**src/rtl/des_key_scheduler.sv**
```systemverilog
// DES round-key generator: loads a 64-bit key, then streams the sixteen 48-bit
// PC-2 subkeys through a valid/ready handshake, in forward or reverse order.
module des_key_scheduler (
   input  logic        clk,
   input  logic        rst,
   input  logic [1:64] key_in,
   input  logic        decrypt,
   input  logic        key_valid,
   output logic        key_ready,
   input  logic        abort,
   output logic [1:48] subkey,
   output logic        subkey_valid,
   input  logic        subkey_ready,
   output logic [3:0]  round,
   output logic        done
);

   typedef enum logic [1:0] {
      IDLE = 2'd0,
      GEN  = 2'd1,
      FIN  = 2'd2
   } state_t;

   localparam int unsigned PC1_TAB [56] = '{
      57, 49, 41, 33, 25, 17,  9,
       1, 58, 50, 42, 34, 26, 18,
      10,  2, 59, 51, 43, 35, 27,
      19, 11,  3, 60, 52, 44, 36,
      63, 55, 47, 39, 31, 23, 15,
       7, 62, 54, 46, 38, 30, 22,
      14,  6, 61, 53, 45, 37, 29,
      21, 13,  5, 28, 20, 12,  4
   };

   localparam int unsigned PC2_TAB [48] = '{
      14, 17, 11, 24,  1,  5,
       3, 28, 15,  6, 21, 10,
      23, 19, 12,  4, 26,  8,
      16,  7, 27, 20, 13,  2,
      41, 52, 31, 37, 47, 55,
      30, 40, 51, 45, 33, 48,
      44, 49, 39, 56, 34, 53,
      46, 42, 50, 36, 29, 32
   };

   state_t      state_q, state_d;
   logic [1:28] c_q, c_d;
   logic [1:28] d_q, d_d;
   logic [3:0]  round_q, round_d;
   logic        mode_q, mode_d;

   logic [1:56] pc1_key;
   logic [1:56] cd_q;
   logic        rot_two;
   logic        unused_parity;

   // Parity bits play no part in the schedule.
   assign unused_parity = ^{key_in[8], key_in[16], key_in[24], key_in[32],
                            key_in[40], key_in[48], key_in[56], key_in[64]};

   assign cd_q = {c_q, d_q};

   genvar gi;
   generate
      for (gi = 0; gi < 56; gi++) begin : g_pc1
         assign pc1_key[gi+1] = key_in[PC1_TAB[gi]];
      end
      for (gi = 0; gi < 48; gi++) begin : g_pc2
         assign subkey[gi+1] = cd_q[PC2_TAB[gi]];
      end
   endgenerate

   function automatic logic [1:28] rot_l(input logic [1:28] x, input logic two);
      return two ? {x[3:28], x[1:2]} : {x[2:28], x[1]};
   endfunction

   function automatic logic [1:28] rot_r(input logic [1:28] x, input logic two);
      return two ? {x[27:28], x[1:26]} : {x[28], x[1:27]};
   endfunction

   // Emission indices 2, 9 and 16 shift by one bit in both directions.
   assign rot_two = !((round_q == 4'd0) || (round_q == 4'd7) || (round_q == 4'd14));

   always_comb begin
      state_d      = state_q;
      c_d          = c_q;
      d_d          = d_q;
      round_d      = round_q;
      mode_d       = mode_q;
      key_ready    = 1'b0;
      subkey_valid = 1'b0;
      done         = 1'b0;

      case (state_q)
         IDLE:    key_ready    = 1'b1;
         GEN:     subkey_valid = 1'b1;
         FIN:     done         = 1'b1;
         default: ;
      endcase

      if (abort) begin
         state_d = IDLE;
      end else begin
         case (state_q)
            IDLE: begin
               if (key_valid) begin
                  c_d     = decrypt ? pc1_key[1:28]  : rot_l(pc1_key[1:28], 1'b0);
                  d_d     = decrypt ? pc1_key[29:56] : rot_l(pc1_key[29:56], 1'b0);
                  mode_d  = decrypt;
                  round_d = 4'd0;
                  state_d = GEN;
               end
            end
            GEN: begin
               if (subkey_ready) begin
                  if (round_q == 4'd15) begin
                     state_d = FIN;
                  end else begin
                     round_d = round_q + 4'd1;
                     c_d     = mode_q ? rot_r(c_q, rot_two) : rot_l(c_q, rot_two);
                     d_d     = mode_q ? rot_r(d_q, rot_two) : rot_l(d_q, rot_two);
                  end
               end
            end
            FIN:     state_d = IDLE;
            default: state_d = IDLE;
         endcase
      end
   end

   always_ff @(posedge clk or posedge rst) begin
      if (rst) begin
         state_q <= IDLE;
         c_q     <= '0;
         d_q     <= '0;
         round_q <= 4'd0;
         mode_q  <= 1'b0;
      end else begin
         state_q <= state_d;
         c_q     <= c_d;
         d_q     <= d_d;
         round_q <= round_d;
         mode_q  <= mode_d;
      end
   end

   assign round = round_q;

endmodule
```
**config.mk**
```make
export PLATFORM = sky130hd
export DESIGN_NAME = des_key_scheduler
export DESIGN_NICKNAME = d
export VERILOG_FILES = /design/src/rtl/des_key_scheduler.sv
export SDC_FILE = /design/constraint.sdc
export NUM_CORES = 1
export LEC_CHECK = 0
export CAP_MARGIN = 20
export CORE_ASPECT_RATIO = 0.75
export CORE_MARGIN = 3
export CORE_UTILIZATION = 52
export DETAILED_ROUTE_END_ITERATION = 8
export GPL_TIMING_DRIVEN = 0
export PLACE_DENSITY = 0.82
export SYNTH_ARGS = -nofsm -noshare
export SYNTH_HDL_FRONTEND = slang
export SYNTH_SLANG_ARGS = --single-unit
```
**constraint.sdc**
```tcl
create_clock -name clk -period 2.85 [get_ports clk]
set_clock_uncertainty 0.15 [all_clocks]
set_input_delay 0.57 -clock clk [delete_from_list [all_inputs] [get_ports clk]]
set_output_delay 0.57 -clock clk [all_outputs]
set_load 0.05 [all_outputs]
```
==> impl_results.md, run 1 <==
* Cell taking the most area after synthesis: dfrtp_1
* Fin cells at 888
* CTS tree: built
* GRT overflow at 0
* Multiplexer share of the synthesized area at 0.138
* H-tree levels at 3
* Critical Path AT at 2.89 ns
* # setup viols final at 0
* Switching power at 3.20 mW
* Unrepaired setup endpoints after global routing: false
* Post-synth design cell area at 5430 um^2
* Simple-gate share of the synthesized area at 0.157
* # hold bufs at CTS at 0
* Pint at 3.31 mW
* Avg WL per Cell at 25.1 um
* HPWL after DPL at 15900 um
* Total CTS buffers at 9
* Total power at 6.51 mW
* Clock slew at reported path FFs at 0.05 ns
* Critical Path Start Type: input port
* Clock latency on the worst-skew pair at 0.35 ns
* Post-Synth Adder-Cell Area at 0.00691
* DRT iter0 DRCs at 1067
* Static leakage at 2.89 nW
* Rows at 31
* Clock period minus worst slack at 2.83 ns
* FMAX at 0.353 GHz
* Post-synth ARST share at 1.00
* Synth Area in Compound Gates at 0.276
* Width of the die at 124 um
* Final design utilization at 0.707
* DRC violations left at 0
* P&R area growth vs syn at 29.2%
* RePlAce Congestion at 1.00
* Post-route ant nets at 0
* Sw frac at 0.492
* Chip height at 94.5 um
* Die ar. at 11700 um^2
* Critical Path End Type: flip-flop
* Power density over the cells at 928 nW/um^2
* FF-to-FF path depth at 7
* Nets at 827
* Syn. warnings at 0
* Seq/Total Area, Yosys at 0.290
* Clock Power Share at 0.162
* Reg power frac at 0.251
* WL final at 22300 um
* Initial antenna violation count at 0
* Mapped Avg Cell Area at 8.64 um^2
* Slew of the pin with the lowest slew margin at 0.860 ns
* Syn Nets at 702
* Setup Slack @ Placement at -0.144 ns
* # IOs at 125
* Post-synth top area share at 0.290
* Ratio of final minimum period to clock period at 0.993
* Multi-input logic area at 3140 um^2
* Register Area at 1580 um^2
* Antenna cells at 0
* Initial Util at 0.547
* Design Area, Final at 7020 um^2
* Setup slack after layout at 0.0204 ns
* Comb pwr share at 0.587
* Mapped Cells at 629
* Post-synth EDFFs at 0
* Clock Tree Root: clkbuf_16
* Status: complete, no violations
* Final Hold Viols at 0
* Drt first pass iters at 8
* Placed Area at 6750 um^2
* Share of layout cells above drive strength 1 at 0.156
* Required time worst endpoint at 2.91 ns
* Top post-synthesis cells by area: dfrtp_1 29%, mux2i_1 9.8%, buf_4 7.7%, a221oi_1 7.3%, a211oi_1 5.7%
* Longest Clk Path Bufs at 2
* Std-Cell Core Area at 9930 um^2
* PortBufs at 115
* GRT Util Overall at 0.381
* Fillers at 810
* Reg-to-reg slack, setup at 0.06 ns
* Worst-case vdd ir drop at 0.575 mV
* Largest net degree at the start of global routing at 64
* Crit-path max FO at 10
* CTS sink count at 63
* Pins Over Slew Limit at 0
* Drt via density at 6.97
* Slew HR at 0.427
* First-pass GRT wire length at 33600 um
* Cell variety after synth at 49
* Setup CP Type: in -> reg
* Register bit total from synthesis at 63
* Synth Flop Type: dfrtp_1
* Largest family of logic cells by synthesized area: compound AO/OA/AOI/OAI gates
* Max-Cap Viols at 0
* Type of the most critical hold path: reg -> reg
* Post-Synth XOR/XNOR Area at 0
* Post-Place Cells at 876
* Via count at 6192
* Hold path depth at 2
* Number of global-route vias before repair at 5899
[cells by family (layout without fill, tap and decap cells)]
logic type                 count (synthesis)  after routing
AOI/OAI and AO/OA                        207            207
adders and majority gates                  3              3
muxes                                     67             67
buffers and inverters                    123            250
DFF                                       63             63
and+or+nand+nor                          166            166
[worst paths after layout]
kind	from	to
min in group asynchronous	rst	c_q[14]$_DFFE_PP0P_
max	subkey_ready	d_q[21]$_DFFE_PP0P_
max in group asynchronous	rst	d_q[15]$_DFFE_PP0P_
min	c_q[13]$_DFFE_PP0P_	c_q[13]$_DFFE_PP0P_
max reg2reg	round[0]$_DFFE_PP0P_	c_q[23]$_DFFE_PP0P_
min reg2reg	c_q[13]$_DFFE_PP0P_	c_q[13]$_DFFE_PP0P_
[power by group through the flow]
stage,Clock [mW],Combinational [mW],Sequential [mW]
floorplan,0,2.63,1.49
global placement,0,3.67,1.59
detailed placement,0,3.71,1.61
CTS,1.05,3.73,1.60
global route,1.09,3.97,1.66
finish,1.06,3.82,1.63
[repair_timing]
action                     CTS  global route
resized for setup            1             3
setup endpoints to repair    1             2
hold endpoints to repair     0             0
setup buffers                0             0
gates cloned                 0             0
[placed cells by master, fill, tap and decap left out, types with 3 or more instances in the layout]
cell               n
buf_1              4
nand3_1           52
o211ai_1           3
a211oi_1          41
o21ai_0           55
nand2_1           32
o22ai_1            6
buf_2             21
clkdlybuf4s50_1  114
buf_6              3
mux2_2             8
clkbuf_16          9
mux4_2             4
clkbuf_1          22
nor3_1            29
and2_1            25
o31ai_1            6
mux2i_1           53
inv_1             12
nor2b_1            4
o32ai_1            3
nor2_1             7
ha_1               3
a311oi_1           8
dfrtp_1           63
a21oi_1           16
o211a_1           12
a221oi_1          45
clkbuf_8           3
buf_4             56
nand2b_1           8
[area by class of cell]
cell class | count | area share
buffer | 108 | 0.0950
clock inverter | 1 | 0.000713
tap | 132 | 0.0235
timing repair buffer | 115 | 0.164
sequential | 63 | 0.225
inverter | 14 | 0.00784
clock buffer | 12 | 0.0380
multi-input combinational | 443 | 0.447
[sequential cells by signal (all words and copies together) (netlist names)]
register  count
state_q       2
round         4
mode_q        1
c_q          28
d_q          28
[synthesized netlist by cell type, drive strengths merged, types with 6 or more instances]
cell	instances
clkbuf	25
o22ai	6
dfrtp	63
mux2	9
a221oi	45
o211a	12
nand2b	8
a311oi	8
nand3	52
o21ai	56
a211oi	41
buf	84
nor2	7
nand2	33
a21oi	17
inv	13
o31ai	6
nor3	29
and2	25
mux2i	54
[metrics by stage]
stage	TNS (ns)	hold slack [ns]
6_report	0	0.445
5_1_grt	0	0.461
4_1_cts	0	0.427
3_5_place_dp	-2.02	0.411
3_3_place_gp	-47.04	0.410
2_1_floorplan	0	0.358
[critical path, cell delays in order]
cell and delay [ns]:
clkdlybuf4s50_1 0.49, nor4bb_1 0.32, clkbuf_2 0.25, nand3b_2 0.28, clkbuf_1 0.44, a211oi_1 0.42
a211oi_1 0.10
[layer usage]
metal | global-route usage | wire (um) | vias up
li1 | - | - | 2608
met1 | 0.548 | 9160 | 2871
met2 | 0.524 | 9080 | 618
met3 | 0.125 | 3320 | 95
met4 | 0.151 | 778 | 0
met5 | 0 | 0 | -
Note: power is estimated with default switching activity, not from simulation.
==> run 2, diff against run 1 <==
--- a/config.mk
+++ b/config.mk
@@ -5,6 +5,7 @@
 export SDC_FILE = /design/constraint.sdc
 export NUM_CORES = 1
 export LEC_CHECK = 0
+export ABC_AREA = 1
 export CAP_MARGIN = 20
 export CORE_ASPECT_RATIO = 0.75
 export CORE_MARGIN = 3
==> run 2 against run 1 <==
  * Die area increased by 1.6%
  * Worst hold slack worse by 0.027 ns
  * Via count is 12% higher
  * Cell area rose by 1.9%
  * Cell count up 26%
  * Wire length is 11% lower
  * Clock power is 4% higher
  * First-iteration DRC count shrank 19%
  * Sequential share of layout area fell by 0.41 points
==> impl_results.md, run 2 <==
* Post-synth EDFFs at 0 (unchanged)
* H-tree levels at 3 (unchanged)
* Slew HR at 0.520 (+0.0935)
* Worst-case vdd ir drop at 0.800 mV (+39%)
* Rows at 31 (unchanged)
* Largest net degree at the start of global routing at 34 (-47%)
* Initial antenna violation count at 0 (unchanged)
* Number of global-route vias before repair at 6279 (+6.4%)
* FF-to-FF path depth at 9 (+2)
* Post-Place Cells at 1103 (+26%)
* Total power at 8.32 mW (+28%)
* Width of the die at 125 um (+0.79%)
* # setup viols final at 0 (unchanged)
* GRT Util Overall at 0.330 (-0.0508)
* FF-to-FF Start: round[0]$_DFFE_PP0P_
* DRC violations left at 0 (unchanged)
* Avg WL per Cell at 17.8 um (-29%)
* Clock period minus worst slack at 2.57 ns (-0.263 ns)
* Hold WS at 0.418 ns (-0.0272 ns)
* Share of layout cells above drive strength 1 at 0.121 (-0.0355)
* Final Hold Viols at 0 (unchanged)
* Critical Path End Type: output pin
* Reg-to-reg slack, setup at 0.67 ns (+0.61 ns)
* Syn. warnings at 0 (unchanged)
* Most frequent cells after synthesis: 229 x nand3_1, 115 x nand2_1, 113 x a21oi_1, 113 x nor2_1, 65 x buf_4
* R2r endpoint: c_q[20]$_DFFE_PP0P_
* Setup Slack @ Placement at 0.171 ns (+0.315 ns)
* Setup CP Type: reg -> out
* Antenna cells at 0 (unchanged)
* Drt first pass iters at 8 (unchanged)
* Static leakage at 3.13 nW (+8.4%)
* Commonest non-fill, non-tap cells in the layout: 229 x nand3_1, 115 x nand2_1, 114 x clkdlybuf4s50_1
* FMAX at 0.390 GHz (+10%)
* Commonest non-fill, non-tap cell in the layout: nand3_1
* DRT iter0 DRCs at 865 (-19%)
* Crit-path max FO at 10 (unchanged)
* Placed Area at 6860 um^2 (+1.6%)
* Top post-synthesis cells by area: dfrtp_1 29%, nand3_1 21%, a21oi_1 10%, buf_4 8.8%, nand2_1 7.8%
* Hold path depth at 2 (unchanged)
* Global-route met2 utilization at 0.496 (-0.0288)
* CTS tree: built
* Longest Clk Path Bufs at 2 (unchanged)
* PostCTS Resize Cnt at 1 (unchanged)
* GR peak layer: met2
* Seq/Total Area, Yosys at 0.285 (-0.00480)
* Required time worst endpoint at 2.13 ns (-0.78 ns)
* Max-Cap Viols at 0 (unchanged)
* Clock Tree Root: clkbuf_16
* Slew of the pin with the lowest slew margin at 0.719 ns (-0.141 ns)
* HPWL after DPL at 14400 um (-9.4%)
* Fin cells at 1119 (+26%)
* PortBufs at 115 (unchanged)
* Via count at 6956 (+12%)
* Final design utilization at 0.715 (+0.00765)
* Nets at 1055 (+28%)
* First-pass GRT wire length at 32100 um (-4.6%)
* Std-Cell Core Area at 10000 um^2 (+0.78%)
* Cell taking the most area after synthesis: dfrtp_1
* Multi-input logic area at 3080 um^2 (-1.7%)
* Power density over the cells at 1160 nW/um^2 (+25%)
* Post-synth ARST share at 1.00 (unchanged)
* Critical Path AT at 1.85 ns (-1.04 ns)
* Chip height at 95.3 um (+0.78%)
* Total negative slack at 0 ns (unchanged)
* Endpoint, Worst Hold: d_q[26]$_DFFE_PP0P_
* Type of the most critical hold path: reg -> reg
* Setup slack after layout at 0.283 ns (+0.263 ns)
* Syn Nets at 928 (+32%)
* Mapped Cells at 855 (+36%)
* Mapped Avg Cell Area at 6.46 um^2 (-25%)
* Unrepaired setup endpoints after global routing: false
* Post-route ant nets at 0 (unchanged)
* Cell variety after synth at 23 (-53%)
* Status: complete, no violations
* Die ar. at 11900 um^2 (+1.6%)
* Synth Flop Type: dfrtp_1
* Register Area at 1580 um^2 (unchanged)
* Most common cell in the netlist: nand3_1
* Post-synth design cell area at 5530 um^2 (+1.7%)
* Design Area, Final at 7150 um^2 (+1.9%)
* P&R area growth vs syn at 29.5%
* Drt via density at 6.22 (-11%)
* Critical Path Start Type: flip-flop
* RePlAce Congestion at 0.980 (-2.2%)
* Total CTS buffers at 9 (unchanged)
* # hold bufs at CTS at 0 (unchanged)
* Clock slew at reported path FFs at 0.05 ns (about the same)
* Post-synth top area share at 0.285 (-0.00480)
* CTS sink count at 63 (unchanged)
* Ratio of final minimum period to clock period at 0.901 (-0.0922)
* WL final at 19900 um (-11%)
* Clock latency on the worst-skew pair at 0.34 ns (about the same)
* Min-delay src: d_q[26]$_DFFE_PP0P_
* Post-CTS Setup Inserts at 0 (unchanged)
* Pins Over Slew Limit at 0 (unchanged)
* Fillers at 879 (+8.5%)
* GR Util met3 at 0.0812 (-0.0440)
* Register bit total from synthesis at 63 (unchanged)
* # IOs at 125 (unchanged)
* GR Util met1 at 0.475 (-0.0724)
* GRT overflow at 0 (unchanged)
* Initial Util at 0.552 (+0.00488)
==> run 2: worst max-delay path by stage <==
stage / start / end / slack, ns / cells past startpoint
global placement: rst / c_q[23]$_DFFE_PP0P_ / -0.68 / 2
floorplan: rst / c_q[10]$_DFFE_PP0P_ / 0.56 / 1
detailed placement: state_q[0]$_DFFE_PP0P_ / subkey_valid / 0.17 / 5
finish: state_q[0]$_DFFE_PP0P_ / subkey_valid / 0.28 / 5
CTS: state_q[0]$_DFFE_PP0P_ / subkey_valid / 0.09 / 5
global route: state_q[1]$_DFFE_PP0P_ / key_ready / 0.17 / 2
==> run 2: layout make-up <==
type	instances	share of cell area
clock buffers	14	0.0397
inverters	17	0.00910
well taps	132	0.0231
multi-input cells	649	0.431
clock inverters	2	0.00175
plain buffers	126	0.112
repair buffers	116	0.163
flip-flops and latches	63	0.220
==> run 2: critical path: stages (launching register included) <==
cell	delay [ns]
dfrtp_1	0.36
inv_1	0.09
nor2_2	0.13
buf_2	0.29
buf_2	0.31
clkbuf_2	0.32
==> run 2: routing by layer <==
metal / vias to the layer above / wire [um]
met5: - / 0
met4: 0 / 522
met3: 73 / 2460
met2: 523 / 8370
met1: 3180 / 8570
li1: 3180 / -
==> run 2: cell families (layout without fill, tap and decap cells) <==
kind of cell | after synthesis | count (layout) | synth area share
fa+ha+maj | 3 | 3 | 0.00679
buf+inv | 143 | 275 | 0.157
simple gates | 520 | 520 | 0.435
compound gates | 126 | 126 | 0.116
flops | 63 | 63 | 0.285
==> run 2: report_power, final <==
part	total (mW)	internal, mW	switching, mW
logic	5.49	2.06	3.43
clock network	1.10	0.682	0.415
registers	1.73	1.26	0.471
total	8.32	4.00	4.32
